==> src/rtl/bus_timer.sv <==
// Memory-mapped timer peripheral on the MEM-stage data bus: reloadable TH/TL
// up-counter with prescaler, sticky overflow status driving IRQ, and SYSTICK.
module bus_timer #(
    parameter logic [31:0] BASE_ADDR = 32'h4000_0000,
    parameter int unsigned PRESCALE  = 1
) (
    input  logic        clk,
    input  logic        reset,
    input  logic [31:0] Address,
    input  logic [31:0] Write_data,
    input  logic        MemRead,
    input  logic        MemWrite,
    output logic [31:0] Read_data,
    output logic        IRQ
);

    localparam logic [15:0] PRE_LAST = 16'(PRESCALE - 1);

    logic [31:0] th_q, th_d;
    logic [31:0] tl_q, tl_d;
    logic [2:0]  tcon_q, tcon_d;
    logic [31:0] systick_q, systick_d;
    logic [15:0] pre_q, pre_d;
    logic        irq_q, irq_d;

    logic sel_th_s, sel_tl_s, sel_tcon_s, sel_sys_s;
    logic we_th_s, we_tl_s, we_tcon_s, we_sys_s;
    logic tick_s, ovf_s;

    assign sel_th_s   = (Address == BASE_ADDR);
    assign sel_tl_s   = (Address == (BASE_ADDR + 32'h0000_0004));
    assign sel_tcon_s = (Address == (BASE_ADDR + 32'h0000_0008));
    assign sel_sys_s  = (Address == (BASE_ADDR + 32'h0000_0014));

    assign we_th_s    = MemWrite & sel_th_s;
    assign we_tl_s    = MemWrite & sel_tl_s;
    assign we_tcon_s  = MemWrite & sel_tcon_s;
    assign we_sys_s   = MemWrite & sel_sys_s;

    assign tick_s = tcon_q[0] & (pre_q == PRE_LAST);
    assign ovf_s  = tick_s & (tl_q == 32'hFFFF_FFFF);

    // Combinational load data; always shows the pre-write register contents.
    always_comb begin
        Read_data = 32'h0000_0000;
        if (MemRead) begin
            if (sel_th_s) begin
                Read_data = th_q;
            end else if (sel_tl_s) begin
                Read_data = tl_q;
            end else if (sel_tcon_s) begin
                Read_data = {29'h0000_0000, tcon_q};
            end else if (sel_sys_s) begin
                Read_data = systick_q;
            end else begin
                Read_data = 32'h0000_0000;
            end
        end else begin
            Read_data = 32'h0000_0000;
        end
    end

    // Next-state logic: bus writes take priority over counting on TL, while
    // an overflow may still set status alongside a TCON write (set wins).
    always_comb begin
        pre_d = 16'd0;
        if (!tcon_q[0]) begin
            pre_d = 16'd0;
        end else if (tick_s) begin
            pre_d = 16'd0;
        end else begin
            pre_d = pre_q + 16'd1;
        end

        th_d = we_th_s ? Write_data : th_q;

        tl_d = tl_q;
        if (we_tl_s) begin
            tl_d = Write_data;
        end else if (ovf_s) begin
            tl_d = th_q;
        end else if (tick_s) begin
            tl_d = tl_q + 32'd1;
        end else begin
            tl_d = tl_q;
        end

        tcon_d = tcon_q;
        if (we_tcon_s) begin
            tcon_d = {Write_data[2] | (ovf_s & Write_data[1]), Write_data[1:0]};
        end else if (ovf_s & tcon_q[1]) begin
            tcon_d = {1'b1, tcon_q[1:0]};
        end else begin
            tcon_d = tcon_q;
        end

        systick_d = we_sys_s ? Write_data : (systick_q + 32'd1);
        irq_d     = tcon_d[1] & tcon_d[2];
    end

    // State registers with asynchronous reset.
    always_ff @(posedge clk or posedge reset) begin
        if (reset) begin
            th_q      <= 32'h0000_0000;
            tl_q      <= 32'h0000_0000;
            tcon_q    <= 3'b000;
            systick_q <= 32'h0000_0000;
            pre_q     <= 16'd0;
            irq_q     <= 1'b0;
        end else begin
            th_q      <= th_d;
            tl_q      <= tl_d;
            tcon_q    <= tcon_d;
            systick_q <= systick_d;
            pre_q     <= pre_d;
            irq_q     <= irq_d;
        end
    end

    assign IRQ = irq_q;

endmodule

==> config.mk <==
export PLATFORM = sky130hd
export DESIGN_NAME = bus_timer
export DESIGN_NICKNAME = d
export VERILOG_FILES = /design/src/rtl/bus_timer.sv
export SDC_FILE = /design/constraint.sdc
export NUM_CORES = 1
export LEC_CHECK = 0
export ABC_AREA = 1
export BUFFER_PORTS_ARGS = -buffer_cell sky130_fd_sc_hd__clkbuf_2
export CELL_PAD_IN_SITES_DETAIL_PLACEMENT = 0
export CELL_PAD_IN_SITES_GLOBAL_PLACEMENT = 2
export CORE_AREA = 2 2 163 165
export CTS_BUF_LIST = sky130_fd_sc_hd__clkbuf_4 sky130_fd_sc_hd__clkbuf_8
export CTS_CLUSTER_DIAMETER = 50
export DETAILED_ROUTE_END_ITERATION = 8
export DIE_AREA = 0 0 165 167
export PLACE_DENSITY = 0.94
export SLEW_MARGIN = 20
export SYNTH_ARGS = -nofsm -noshare
export SYNTH_HDL_FRONTEND = slang
export SYNTH_SLANG_ARGS = --single-unit
==> constraint.sdc <==
create_clock -name clk -period 5.3 [get_ports clk]
set_clock_uncertainty 0.05 [all_clocks]
set_input_delay 1.06 -clock clk [delete_from_list [all_inputs] [get_ports clk]]
set_output_delay 1.06 -clock clk [all_outputs]
set_load 0.01 [all_outputs]
==> metrics.yaml <==
dr.pass1.iters: 5
fmax_ghz: 0.2288
cts_tree: "built"
die_h_um: 167
critPathKind: "input pin to output port"
routedWlPerCell_um: 17.12
io_pins: 101
outcome: "finished clean"
seq_area_frac_synth: 0.3439
ctsHoldBuffers: 0
diodes: 0
worstPathMaxFanout: 34
start_util: 0.3277
cts_resized: 0
route.detailed.drc: 0
layout_commonest_cell: "nand2_1"
slew_headroom: 0.3277
grt_pass1_wl_um: 47240
grt_use_total: 0.2239
die_w_um: 165
wirelength_um: 30110
routabilityCongestion: 0.9573
rows: 59
cts_buffers: 17
numPortBuffers: 100
layout-drive-gt1-share: 0.1264
fin_crit_ns: 4.371
synth_nets: 1406
drt-vias-per-instance: 5.013
nets: 1483
slew_viol_final: 0
area_delta_synth_final_pct: 13.55
core_area_mm2: 0.02576
die_area_mm2: 0.02756
syn_inst: 1334
cap_violations: 0
most-common-layout-cells: "nand2_1 (467), inv_1 (147), nor2_1 (129)"
grt_pass1_vias: 8380
setup_tns_ns: 0
h-tree-depth: 4
clk_latency_ns: 0.46
postCtsSetupRepairBufs: 0
root_buffer: "clkbuf_8"
setup_viol_count_final: 0
numClockSinks: 116
syn-cell-area_mm2: 0.008442
hold_class: "flip-flop to flip-flop"
globalRouteOverflowTotal: 0
vdd_drop_max_v: 0.0001236
drtAntennaViolNets: 0
start_kind: "input pin"
clk_pin_slew_ns: 0.08
synth_warnings: 0
arrival_ns: 3.26
power_density_mw_per_mm2: 183.4
synth-seq-cells: 116
period_share: 0.8246
finalHoldViolCount: 0
syn_avg_cell_area_um2: 6.328
post-place-cells: 1727
routed-via-count: 8818
hpwl_um: 22180
ys_types: 38
grt_antenna_before_repair: 0
end_kind: "output port"
leakage_nw: 4.741
initialDrtViolationCount: 823
worstMarginPinSlew_ns: 1.005
final-instance-count-excl-fill: 1759
required_ns: 4.19
grt_max_degree: 65
grt_setup_unrepaired: "no"
cts_buffer_depth: 2
metrics by stage:
stage               area (um^2)  setup WS, ns  hold slack [ns]    util  total power [mW]
global placement           9229        0.9715           0.4373  0.3582             1.001
CTS                        9585        0.9570           0.4707  0.3721             1.776
floorplan                  8442         1.118           0.4195       -            0.9449
detailed placement         9229        0.9731           0.4536  0.3582             1.001
finish                     9585        0.9295           0.4678  0.3721             1.758
global route               9585        0.6937           0.5018  0.3721             1.824
cell type report:
type / instances / area [um^2]
multi-input cells: 1009 / 4715
clock buffers: 19 / 255.2
flip-flops and latches: 116 / 2903
inverters: 157 / 591.8
repair buffers: 110 / 600.6
well taps: 335 / 419.2
clock inverters: 13 / 101.3
fillers: 2844 / 16180
cell families (layout without fill, tap and decap cells):
| family | count (synthesis) | after routing | share of synthesized area |
|---|---|---|---|
| DFF | 116 | 116 | 0.3439 |
| AOI/OAI and AO/OA | 140 | 140 | 0.08359 |
| buffers and inverters | 209 | 299 | 0.1002 |
| adders and majority gates | 4 | 4 | 0.005929 |
| xor gates and xnor gates | 47 | 47 | 0.04876 |
| and+or+nand+nor | 818 | 818 | 0.4177 |
cell usage after synthesis, drive strengths merged:
| master | instances | area, um^2 |
|---|---|---|
| nor4 | 2 | 18.77 |
| or2 | 3 | 18.77 |
| nand3b | 11 | 82.58 |
| nor3 | 22 | 115.1 |
| a21boi | 1 | 7.510 |
| clkinv | 4 | 15.01 |
| a21oi | 39 | 195.2 |
| nand4 | 35 | 219.0 |
| o21bai | 1 | 7.510 |
| buf | 25 | 155.2 |
| xnor2 | 15 | 131.4 |
| and2 | 2 | 15.02 |
| nor2 | 140 | 579.3 |
| nand2 | 480 | 1842 |
| nand3 | 121 | 620.6 |
| o21ai | 99 | 495.5 |
| nor3b | 2 | 15.01 |
| clkbuf | 27 | 101.4 |
| ha | 4 | 50.05 |
| inv | 153 | 574.3 |
| dfrtp | 116 | 2903 |
| xor2 | 32 | 280.3 |
routing by layer:
layer  up-vias  global-route usage  share of wire
met4         0             0.06163          0.022
met3        45             0.03985          0.058
met1      4132              0.3073           0.45
li1       4356                   -              -
met5         -                   0              0
met2       285              0.3609           0.47
path summary, 6_finish.rpt:
kind,startpoint,to,slack [ns],cells after the start
hold / removal,th_q[2],th_q[2],0.47,2
hold reg to reg,th_q[2],th_q[2],0.47,2
min in group asynchronous,reset,th_q[6],0.72,2
max in group asynchronous,reset,th_q[20],3.55,3
setup reg to reg,tl_q[0],tl_q[29],2.44,12
setup / recovery,Address[15],Read_data[19],0.93,12
flip-flops by register name, indices dropped and copies added, names as in the netlist:
name and count:
th_q 32, pre_q 16, tcon_q 3, IRQ 1
tl_q 32, systick_q 32
worst max-delay path, cell delays in order:
cell      delay [ns]
clkbuf_2        0.08
nor2_1          0.09
nand2_1         0.06
nor2_1          0.24
nand2_1         0.26
nor2_4          0.64
buf_12          0.27
nand3_1         0.09
nand2_1         0.08
inv_1           0.04
a21oi_1         0.18
clkbuf_2        0.17
power breakdown:
part | switching (mW) | internal (mW)
Sequential | 0.0000451 | 0.884
Clock | 0.431 | 0.345
Combinational | 0.0696 | 0.0279
Note: power is estimated with default switching activity, not from simulation.
